File: config.mk
export PLATFORM = sky130hd
export DESIGN_NAME = instr_fetch
export DESIGN_NICKNAME = d
export VERILOG_FILES = /design/src/rtl/instr_fetch_pkg.sv /design/src/rtl/instr_fetch.sv
export SDC_FILE = /design/constraint.sdc
export NUM_CORES = 1
export LEC_CHECK = 0
export BUFFER_PORTS_ARGS = -buffer_cell sky130_fd_sc_hd__buf_4
export CAP_MARGIN = 20
export CORE_UTILIZATION = 53
export DETAILED_ROUTE_END_ITERATION = 8
export PLACE_DENSITY = 0.87
export SETUP_SLACK_MARGIN = 0.02
export SLEW_MARGIN = 15
export SYNTH_ARGS = -nofsm -noshare
export SYNTH_HDL_FRONTEND = slang
export SYNTH_SLANG_ARGS = --single-unit
File: constraint.sdc
create_clock -name clk -period 5.4 [get_ports clk]
set_input_delay 0.27 -clock clk [delete_from_list [all_inputs] [get_ports clk]]
set_output_delay 0.27 -clock clk [all_outputs]
set_load 0.05 [all_outputs]
File: src/rtl/instr_fetch_pkg.sv
// Shared definitions for the instruction fetch stage: widths, fetch FSM encoding,
// the default halt encoding and a saturating counter helper.
package instr_fetch_pkg;

    localparam int ADDR_W  = 8;
    localparam int WORD_W  = 32;
    localparam int COUNT_W = 16;

    localparam logic [WORD_W-1:0] HALT_WORD_DEFAULT = 32'hFFFF_FFFF;

    typedef enum logic [1:0] {
        ST_BOOT = 2'd0,
        ST_RUN  = 2'd1,
        ST_HALT = 2'd2
    } fetch_state_e;

    function automatic logic [COUNT_W-1:0] sat_inc(input logic [COUNT_W-1:0] value);
        logic [COUNT_W-1:0] result;
        if (value == 16'hFFFF) begin
            result = value;
        end else begin
            result = value + 16'd1;
        end
        return result;
    endfunction

endpackage

File: src/rtl/instr_fetch.sv
// Single-stage instruction fetch: PC, BOOT/RUN/HALT control, IF/ID pipeline
// register and a saturating count of loaded instructions.
module instr_fetch
    import instr_fetch_pkg::*;
#(
    parameter logic [ADDR_W-1:0] RESET_PC  = 8'h00,
    parameter logic [WORD_W-1:0] HALT_WORD = HALT_WORD_DEFAULT
) (
    input  logic                clk,
    input  logic                rst,
    input  logic                stall,
    input  logic                redirect_valid,
    input  logic [ADDR_W-1:0]   redirect_target,
    output logic [ADDR_W-1:0]   instr_read_address,
    input  logic [WORD_W-1:0]   instr_instruction,
    output logic                ifid_valid,
    output logic [ADDR_W-1:0]   ifid_pc,
    output logic [WORD_W-1:0]   ifid_instr,
    output logic                halted,
    output logic [COUNT_W-1:0]  fetch_count
);

    fetch_state_e        state_q, state_d;
    logic [ADDR_W-1:0]   pc_q, pc_d;
    logic                ifid_valid_q, ifid_valid_d;
    logic [ADDR_W-1:0]   ifid_pc_q, ifid_pc_d;
    logic [WORD_W-1:0]   ifid_instr_q, ifid_instr_d;
    logic                halted_q, halted_d;
    logic [COUNT_W-1:0]  fetch_count_q, fetch_count_d;

    // Next-state logic: redirect outranks stall, stall outranks the FSM step.
    always_comb begin
        state_d       = state_q;
        pc_d          = pc_q;
        ifid_valid_d  = ifid_valid_q;
        ifid_pc_d     = ifid_pc_q;
        ifid_instr_d  = ifid_instr_q;
        fetch_count_d = fetch_count_q;

        if (redirect_valid) begin
            pc_d         = redirect_target;
            ifid_valid_d = 1'b0;
            state_d      = ST_RUN;
        end else if (stall) begin
            state_d = state_q;
        end else begin
            case (state_q)
                ST_BOOT: begin
                    state_d = ST_RUN;
                end
                ST_RUN: begin
                    ifid_valid_d  = 1'b1;
                    ifid_pc_d     = pc_q;
                    ifid_instr_d  = instr_instruction;
                    fetch_count_d = sat_inc(fetch_count_q);
                    // The halt word is delivered downstream but the PC parks on it.
                    if (instr_instruction == HALT_WORD) begin
                        state_d = ST_HALT;
                    end else begin
                        pc_d = pc_q + 8'd1;
                    end
                end
                ST_HALT: begin
                    ifid_valid_d = 1'b0;
                end
                default: begin
                    state_d      = ST_BOOT;
                    ifid_valid_d = 1'b0;
                end
            endcase
        end

        halted_d = (state_d == ST_HALT);
    end

    // State and output registers with asynchronous active-low reset.
    always_ff @(posedge clk or negedge rst) begin
        if (!rst) begin
            state_q       <= ST_BOOT;
            pc_q          <= RESET_PC;
            ifid_valid_q  <= 1'b0;
            ifid_pc_q     <= 8'h00;
            ifid_instr_q  <= 32'h0000_0000;
            halted_q      <= 1'b0;
            fetch_count_q <= 16'h0000;
        end else begin
            state_q       <= state_d;
            pc_q          <= pc_d;
            ifid_valid_q  <= ifid_valid_d;
            ifid_pc_q     <= ifid_pc_d;
            ifid_instr_q  <= ifid_instr_d;
            halted_q      <= halted_d;
            fetch_count_q <= fetch_count_d;
        end
    end

    assign instr_read_address = pc_q;
    assign ifid_valid         = ifid_valid_q;
    assign ifid_pc            = ifid_pc_q;
    assign ifid_instr         = ifid_instr_q;
    assign halted             = halted_q;
    assign fetch_count        = fetch_count_q;

endmodule
; Word-level counts from Yosys, hierarchy flattened
; Index checks and enable logic that the tools add are counted.
[op_classes]
n_reduce_logical = 6
n_mux = 11
n_bitwise = 3
n_eq_ne = 8
addsub = 2
[op_table]
columns = cell, n
row1 = $eq A32 B32 Y1 const B, 1
row2 = $mux W8, 4
row3 = $add A16 B1 Y16 const B, 1
row4 = $eq A16 B16 Y1 const B, 1
row5 = $add A8 B1 Y8 const B, 1
row6 = $mux W2, 3
row7 = $pmux W2 S3, 1
row8 = $reduce_and A3 Y1, 2
row9 = $eq A2 B2 Y1 const B, 2
row10 = $ne A2 B2 Y1 const B, 2
row11 = $reduce_and A4 Y1, 1
row12 = $not A1 Y1, 3
row13 = $eq A2 B1 Y1 const B, 1
row14 = $logic_not A2 Y1, 1
row15 = $mux W1, 2
row16 = $ne A2 B1 Y1 const B, 1
row17 = $pmux W1 S2, 1
row18 = $reduce_and A2 Y1, 1
row19 = $reduce_bool A2 Y1, 1
[word_totals]
ff_bits = 68

; Depth between registers and ports, before layout
; Gate-level depths: netlist of the first run.
[depth]
word_depth = 6
depth_mapped = 6

; Worst setup path after synthesis of the first run
; OpenSTA, ideal clock, no wires.
[synth_timing]
kind = flip-flop to flip-flop
startpoint = register fetch_count_q[0] (netlist: fetch_count[0])
endpoint = register fetch_count_q[1] (netlist: fetch_count[1])
synth_period_minus_slack_ns = 2.017
required_time_ns = 5.275
stages_incl_launch_ff = 6
setup_ns = 0.125
t_arrival_ns = 1.892
slack_ns = 3.383
n_path_buf = 0
path_cell_list = dfrtp_1 -> ha_1 -> and4_1 -> and3_1 -> a21oi_1 -> mux2_2
[synth_between]
elab_chain_cells = 3
[synth_rtl]
columns = element, line_no
row1 = "start, declared", instr_fetch.sv:29  ; logic [COUNT_W-1:0] fetch_count_q, fetch_count_d;
row2 = "start signal, assigned", instr_fetch.sv:93  ; fetch_count_q <= fetch_count_d;
row3 = "parallel branches: the longest is 3 deep, another holds $add A16 B1 Y16", n/a
; Parallel ways; which one is timed is not known.
; A chain may end at the register's enable or synchronous reset.

; Worst setup path after layout of the first run
[layout_timing]
startpoint = register state_q[1]
endpoint = register fetch_count_q[1] (netlist: fetch_count[1])
[layout_between]
elab_chain_cells = 2
[layout_rtl]
columns = element, line_no
row1 = "start, declared", instr_fetch.sv:23  ; fetch_state_e state_q, state_d;
row2 = "start signal, assigned", instr_fetch.sv:87  ; state_q <= state_d;
row3 = $eq A2 B1 Y1, instr_fetch.sv:47  ; case (state_q)
row4 = $reduce_and A4 Y1 (no source line), n/a
; Every way passes these cells.

==> impl_metrics.tcl, run 1 <==
set metrics [dict create \
    die_area_um2 5900 \
    synth_top_cell_by_area "dfrtp_1" \
    synth-seq-cells 68 \
    start_util_pct 56.6 \
    slew_headroom_pct 44.7 \
    placed_area_um2 3840 \
    met1_usage_pct 29.4 \
    critPathKind "flop to flop" \
    place_ws_ps 2840 \
    setup_tns_ps 0 \
    grt_setup_unrepaired "false" \
    synth_compound_area_share_pct 4.81 \
    core.rowCount 26 \
    path_buf_inv 0 \
    synth_flop_cell "dfrtp_1" \
    dp_hpwl_mm 4.90 \
    io_buffers 109 \
    cts_root_buf "clkbuf_8" \
    cp_data_arrival_time_ps 2360 \
    fin_nets 387 \
    core_region_area_um2 5240 \
    first_pass_iters 4 \
    routedWlPerCell_um 15.8 \
    worst_setup_path_start_kind "flop" \
    synth_top_family_by_area "multiplexers" \
    post-cts-setup-buffers 0 \
    cts_buffers 9 \
    seq_area_frac_synth_pct 57.4 \
    synth_commonest_cells "68 x dfrtp_1, 42 x mux2_2, 18 x nand4_1" \
    synth_edf_count 0 \
    finalCritPeriodShare_pct 39.7 \
    yosys_warnings 0 \
    critPathMaxStageDelay_ps 850 \
    synth_top_cells_by_area "dfrtp_1 57%, mux2_2 16%, xnor2_1 5.0%" \
    status "complete, no violations" \
    whs_ps 45.9 \
    stdcell_count 416 \
    via_per_inst 5.47 \
    avgSynthCellArea_um2 13.0 \
    grt_max_degree 69 \
    syn_area_um2 2970 \
    async_reset_ff_share_pct 100 \
    grt_pass1_wl_mm 11.1 \
    max_freq_mhz 467 \
    crit_chain "or4b_4 > a21oi_1 > mux2_2" \
    fin_ws_ps 3260 \
    syn-num-nets 274 \
    tightest_slew_ps 830 \
    drv_slew 0 \
    syn_to_final_growth_pct 35.9 \
    grt-ovfl-total 0 \
    antenna_found_initial 0 \
    die_x_um 76.8 \
    fillerInstances 346 \
    worst_clock_skew_ps 5.19 \
    num_vias 2276 \
    n_antenna_cell 0 \
    cp_max_fo 43 \
    worstSkewPairLatency_ps 330 \
    gp_congestion 0.773 \
    multi_input_area_um2 1230 \
    required_ps 5620 \
    hold_viol 0 \
    clock-sinks 68 \
    ys_types 31 \
    clk_path_buf_depth 2 \
    drt_iter0_markers 85 \
    grt_busiest_layer "met2" \
    cts_max_level 3 \
    design_area_um2 4030 \
    wl_mm 6.56 \
    leakagePower_nw 1.91 \
    maxCapViolations 0 \
    io_pins 110 \
    clk_pin_slew_ps 70 \
    hold_path.class "primary input to async pin" \
    cts_hold_buf 0 \
    synth-xor-area-share_pct 6.20 \
    yosys-mux-area-fraction_pct 16.3 \
    setup_viol 0 \
    grtUsageMet2_pct 39.1 \
    cts-resized-gates 0 \
    grt_use_met3_pct 6.90 \
    synth_fa_ha_area_share_pct 0.844 \
    die_h_um 76.8 \
    grtUsageTotal_pct 24.0 \
    placed_cells 400 \
    drive_gt1_share_pct 49.4 \
    drc 0 \
    yosys.cell_count.top_type "dfrtp_1" \
    fin_crit_ps 2140 \
    p_per_area_nw_per_um2 410 \
    antenna_left 0 \
    yosys.area_share.simple_pct 13.2 \
    slowest_stage "or4b_4" \
    seqCellArea_um2 1700 \
    grt_pass1_vias 2418 \
    synth_cells 228 \
    synth_top_area_share_pct 57.4 \
    ir_drop_mv 0.274 \
    critPathTopFamily "simple AND/OR/NAND/NOR gates" \
    cts_tree "done" \
    cp-end-kind "flop" \
]
routing by layer:
layer / vias up / routed length (µm)
met2: 94 / 3240
met4: 0 / 157
met3: 15 / 487
met1: 1105 / 2680
met5: - / 0
li1: 1062 / -
per-stage QoR:
step,power (mW),util [%]
floorplan,1.07,-
finish,1.65,76.9
CTS,1.66,76.9
detailed placement,1.29,73.4
global placement,1.27,73.4
global route,1.72,76.9
state kept, by name, summed over array words and instances (netlist names):
register	flops
halted	1
state_q	2
ifid_valid	1
ifid_pc	8
fetch_count	16
ifid_instr	32
instr_read_address	8
layout by cell type (no fill, tap or decap), types with 2 or more instances in the layout:
master    netlist  routed
nor4_4          2       2
nor2_1          2       2
and3_1          4       4
and2_1          2       2
clkbuf_1        4       3
dfrtp_1        68      68
and4_1          5       5
ha_1            2       2
buf_4           0     109
xnor2_1        17      17
nand3_1         7       7
clkbuf_8        0      12
mux2_2         42      42
inv_1           2       2
xor2_1          4       4
a211oi_1        3       3
a21oi_1        10      10
nand4_1        18      18
nand2_1        14      14
o21ai_0         8       8
final timing paths:
check	from	slack (ps)	depth (start not counted)	end
max in group asynchronous	rst	4820	1	ifid_instr[14]
min in group clk	redirect_target[0]	150	3	instr_read_address[0]
setup reg to reg	state_q[1]	3260	3	fetch_count[1]
setup / recovery	state_q[1]	3260	3	fetch_count[1]
hold / removal	rst	50	1	ifid_pc[2]
hold reg to reg	fetch_count[14]	490	1	fetch_count[14]
power breakdown:
part	internal [mW]	switching [mW]
registers	0.594	0.0706
logic	0.204	0.406
clock network	0.205	0.174
final cells by class:
| cell class | count | area share (%) |
|---|---|---|
| multi-input cells | 151 | 30.6 |
| flip-flops and latches | 68 | 42.2 |
| repair buffers | 109 | 20.3 |
| clock buffers | 15 | 4.38 |
| clock inverters | 1 | 0.124 |
| inverters | 2 | 0.186 |
| well taps | 70 | 2.17 |
logic make-up after synthesis:
logic type / after synthesis
flip-flops: 68
AND/OR/NAND/NOR: 60
multiplexers: 43
AO/OA/AOI/OAI: 25
XOR/XNOR: 21
buffers and inverters: 9
adder cells (fa/ha/maj): 2
Note: power is estimated with default switching activity, not from simulation.
==> run 2: changes to the inputs <==
- CORE_UTILIZATION: 53 -> 44
- PLACE_DENSITY: 0.87 -> 0.77
- clock period: 5.4 -> 1.9 ns (I/O delays scaled with it)
==> run 2 against run 1 <==
Against the previous run:
- the run now ends with DRC left
- worst hold slack got worse by 27 ps
- largest power group unchanged
- critical endpoint unchanged
- critical path type unchanged
- die area is 20% higher
- routed wire length is 8.8% higher
- sequential power grew to 2.8 times the previous value
- via count up 7.5%
- utilization shrank 6.3 points
- clock skew increased by 1.8 ps
- critical path depth up 2
- setup slack got worse by 3200 ps
==> impl_metrics.tcl, run 2 (synthesis gave the netlist of run 1 again) <==
set metrics [dict create \
    critPathKind "flop to flop" \
    core.rowCount 29 \
    ir_drop_mv 0.756 \
    hold_path.class "primary input to flop" \
    clock-sinks 68 \
    clk_path_buf_depth 2 \
    cp-end-kind "flop" \
    die_area_um2 7070 \
    drv_slew 0 \
    post-cts-setup-buffers 0 \
    grt_pass1_wl_mm 12.0 \
    drc 15 \
    power_mw 4.86 \
    dp_hpwl_mm 4.63 \
    io_pins 110 \
    grt-ovfl-total 0 \
    core_region_area_um2 6420 \
    syn_to_final_growth_pct 52.9 \
    status "complete, but fails checks" \
    cts_buffers 9 \
    fin_ws_ps 89.9 \
    num_vias 2447 \
    die_h_um 84.1 \
    cts_max_level 3 \
    first_pass_iters 6 \
    cts_root_buf "clkbuf_8" \
    clk_pin_slew_ps 70 \
    crit_chain "ha_1 > and4_1 > and3_1 > a21oi_2 > mux2_2" \
    fin_nets 435 \
    cp_data_arrival_time_ps 2030 \
    n_antenna_cell 0 \
    worstSkewPairLatency_ps 330 \
    leakagePower_nw 2.12 \
    slew_headroom_pct 44.0 \
    place_ws_ps -37.2 \
    final_cell_mix "116 x buf_4, 66 x dfrtp_1, 42 x mux2_2" \
    grt_max_degree 69 \
    maxCapViolations 0 \
    finalCritPeriodShare_pct 95.3 \
    drive_gt1_share_pct 47.2 \
    critPathMaxStageDelay_ps 430 \
    grtUsageTotal_pct 21.6 \
    setup_viol 0 \
    worst_clock_skew_ps 7.01 \
    grt_pass1_vias 2588 \
    routedWlPerCell_um 15.2 \
    io_buffers 109 \
    gp_congestion 0.749 \
    start_util_pct 46.2 \
    drt_iter0_markers 96 \
    tightest_slew_ps 841 \
    worst_setup_path_start_kind "flop" \
    via_per_inst 5.20 \
    wl_mm 7.14 \
    largest_reg_flops 32 \
    slowest_stage "dfrtp_2" \
    fin_crit_ps 1810 \
    hold_viol 0 \
    max_freq_mhz 552 \
    cts_tree "done" \
    final_common_cell "buf_4" \
    cp_max_fo 4 \
    violations "DRC" \
    die_x_um 84.1 \
    required_ps 2120 \
    grt_setup_unrepaired "false" \
    p_per_area_nw_per_um2 1070 \
    antenna_left 0 \
    antenna_found_initial 0 \
]
[run 2: critical path: cells and delay by family (launching register included)]
kind / cells / cell delay [ps]
AOI/OAI and AO/OA: 1 / 240
adders and majority gates: 1 / 240
DFF: 1 / 430
muxes: 1 / 370
and+or+nand+nor: 2 / 430
[run 2: stage by stage]
step	area (µm²)	setup TNS [ps]	util, %	std cells	hold slack, ps
finish	4530	0	70.6	471	18.7
global route	4530	0	70.6	471	3.95
CTS	4530	0	70.5	471	3.61
detailed placement	3920	-1070	61.0	415	264
global placement	3920	-2.44	61.0	415	259
floorplan	2970	0	-	228	-201
[run 2: power by group]
| group | leakage [nW] | internal, mW | switching (mW) |
|---|---|---|---|
| Clock | 0.0989 | 0.620 | 0.536 |
| Sequential | 0.831 | 1.69 | 0.199 |
| Combinational | 1.19 | 0.641 | 1.17 |
[run 2: cell type report]
cell class / count / area [µm²]
well taps: 77 / 96.3
repair buffers: 157 / 1280
clock buffers: 14 / 183
clock inverters: 2 / 16.3
flip-flops and latches: 68 / 1700
multi-input cells: 151 / 1240
fillers: 468 / 1890
inverters: 2 / 7.51
[run 2: path summary, 6_finish.rpt]
| kind | slack, ps | cells after the start | startpoint | end |
|---|---|---|---|---|
| min in group asynchronous | 420 | 2 | rst | fetch_count[7] |
| max | 90 | 5 | fetch_count[0] | fetch_count[1] |
| min reg2reg | 490 | 1 | fetch_count[10] | fetch_count[10] |
| max reg2reg | 90 | 5 | fetch_count[0] | fetch_count[1] |
| max in group asynchronous | 900 | 2 | rst | fetch_count[0] |
| min | 20 | 2 | instr_instruction[17] | ifid_instr[17] |
[run 2: layer usage]
| layer | share of wire [%] | track usage (%) |
|---|---|---|
| met1 | 42 | 25.8 |
| met4 | 2.5 | 10.3 |
| met3 | 5.0 | 4.06 |
| met2 | 51 | 37.3 |
| met5 | 0 | 0 |
[run 2: what timing repair did]
action,CTS,global route
endpoints found under the hold margin,107,0
setup endpoints to repair,41,2
hold buffers,40,0
pin swaps,1,0
gates resized for setup,2,2
==> run 3: changes to the inputs <==
- PLACE_DENSITY: 0.77 -> unset
- PLACE_DENSITY_LB_ADDON: unset -> 0.3
==> run 3 against run 2 <==
Against the previous run:
- the flow still finishes with violations (DRC)
- die area unchanged
- clock power shrank 4%
- setup slack better by 28 ps
- global-route usage down 0.51 points
- critical path type unchanged
- largest cell class unchanged
- largest power group unchanged
==> impl_metrics.tcl, run 3 (synthesis gave the netlist of run 1 again) <==
set metrics [dict create \
    status "complete, but fails checks" \
    violations "DRC" \
    leakagePower_nw 2.12 \
    die_h_um 84.1 \
    critPathKind "flop to flop" \
    cp_data_arrival_time_ps 2000 \
    cts_max_level 3 \
    cp-end-kind "flop" \
    slew_headroom_pct 50.6 \
    die_x_um 84.1 \
    worst_setup_path_start_kind "flop" \
    crit_chain "ha_1 > and4_1 > and3_1 > a21oi_2 > mux2_2" \
    grt-ovfl-total 0 \
    cts_buffers 9 \
    critPathTopFamily "flip-flops" \
    grt_max_degree 60 \
    min_from "stall" \
    routedWlPerCell_um 14.7 \
    r2r_start "fetch_count[0]" \
    post-cts-setup-buffers 0 \
    io_buffers 109 \
    max_freq_mhz 561 \
    gp_congestion 0.727 \
    cp_max_fo 4 \
    die_area_um2 7070 \
    maxCapViolations 0 \
    first_pass_iters 6 \
    multi_input_area_um2 1240 \
    final_common_cell "buf_4" \
    fin_crit_ps 1780 \
    setup_viol 0 \
    antenna_left 0 \
    grtUsageTotal_pct 21.1 \
    setup_tns_ps 0 \
    slowest_stage "dfrtp_2" \
    tightest_slew_ps 741 \
    grt_pass1_wl_mm 11.4 \
    fillerInstances 470 \
    drv_slew 0 \
    hold_viol 0 \
    n_antenna_cell 0 \
    ir_drop_mv 0.675 \
    worst_clock_skew_ps 7.70 \
    clock-sinks 68 \
    finalCritPeriodShare_pct 93.8 \
    grt_setup_unrepaired "false" \
    grt_pass1_vias 2403 \
    io_pins 110 \
    drive_gt1_share_pct 47.5 \
    worstSkewPairLatency_ps 330 \
    power_mw 4.81 \
    drt_iter0_markers 87 \
    p_per_area_nw_per_um2 1070 \
    via_per_inst 5.10 \
    final_cell_mix "119 x buf_4, 66 x dfrtp_1, 42 x mux2_2" \
    hold_path.class "primary input to flop" \
    core_region_area_um2 6420 \
    crit_start "fetch_count[0]" \
    dp_hpwl_mm 4.63 \
    seqCellArea_um2 1700 \
    wl_mm 6.95 \
    start_util_pct 46.2 \
    antenna_found_initial 0 \
    clk_pin_slew_ps 70 \
    clk_path_buf_depth 2 \
    largest_reg_flops 32 \
    path_buf_inv 0 \
    syn_to_final_growth_pct 52.1 \
    num_vias 2400 \
    cts_root_buf "clkbuf_8" \
    core.rowCount 29 \
    critPathMaxStageDelay_ps 430 \
    fin_nets 435 \
    drc 18 \
    required_ps 2120 \
    cts_tree "done" \
]
==> run 3: final timing paths <==
| check | end | slack (ps) | cells past startpoint |
|---|---|---|---|
| min in group asynchronous | fetch_count[7] | 380 | 2 |
| hold reg to reg | fetch_count[14] | 480 | 1 |
| setup reg to reg | fetch_count[1] | 120 | 5 |
| setup / recovery | fetch_count[1] | 120 | 5 |
| hold / removal | state_q[0] | 20 | 2 |
| max in group asynchronous | ifid_pc[5] | 890 | 3 |
==> run 3: area by class of cell <==
cell class | instances | share of cell area [%]
clock buffers | 13 | 3.74
repair buffers | 157 | 28.2
well taps | 77 | 2.14
multi-input cells | 151 | 27.5
inverters | 2 | 0.166
flip-flops and latches | 68 | 37.8
clock inverters | 3 | 0.444
==> run 3: metrics by stage <==
stage / util (%) / cell area, µm² / worst slack, ps / std cells / hold WS [ps]
finish: 70.2 / 4510 / 118 / 471 / 17.7
global route: 70.2 / 4510 / 31.3 / 471 / 6.35
CTS: 70.2 / 4510 / 89.1 / 471 / 0.350
detailed placement: 61.3 / 3930 / -46.1 / 417 / 212
global placement: 61.3 / 3930 / 2.79 / 417 / 207
floorplan: - / 2970 / 50.4 / 228 / -201
==> run 3: repair_timing <==
| action | in CTS | in global routing |
|---|---|---|
| resized for setup | 1 | 1 |
| pin swaps | 1 | 0 |
| endpoints found under the setup margin | 44 | 1 |
| hold endpoints to repair | 95 | 0 |
| hold buffers | 38 | 0 |
==> run 3: worst reg2reg max path: stages (launching register included) <==
cell,delay [ps]
dfrtp_2,430
ha_1,240
and4_1,220
and3_1,200
a21oi_2,220
mux2_2,350
==> run 3: layer usage <==
layer	share of wire [%]	vias up	track usage [%]
met5	0	-	0
met4	1.9	0	9.56
met3	6.0	12	5.34
met2	49	76	34.6
met1	43	1154	26.2
li1	-	1158	-
==> run 3: where the power goes <==
part           switching, mW  internal, mW  leakage [nW]  total (mW)
clock                  0.533         0.579        0.0917        1.11
combinational           1.17         0.642          1.19        1.81
sequential             0.198          1.69         0.831        1.89
total                   1.90          2.91          2.12        4.81
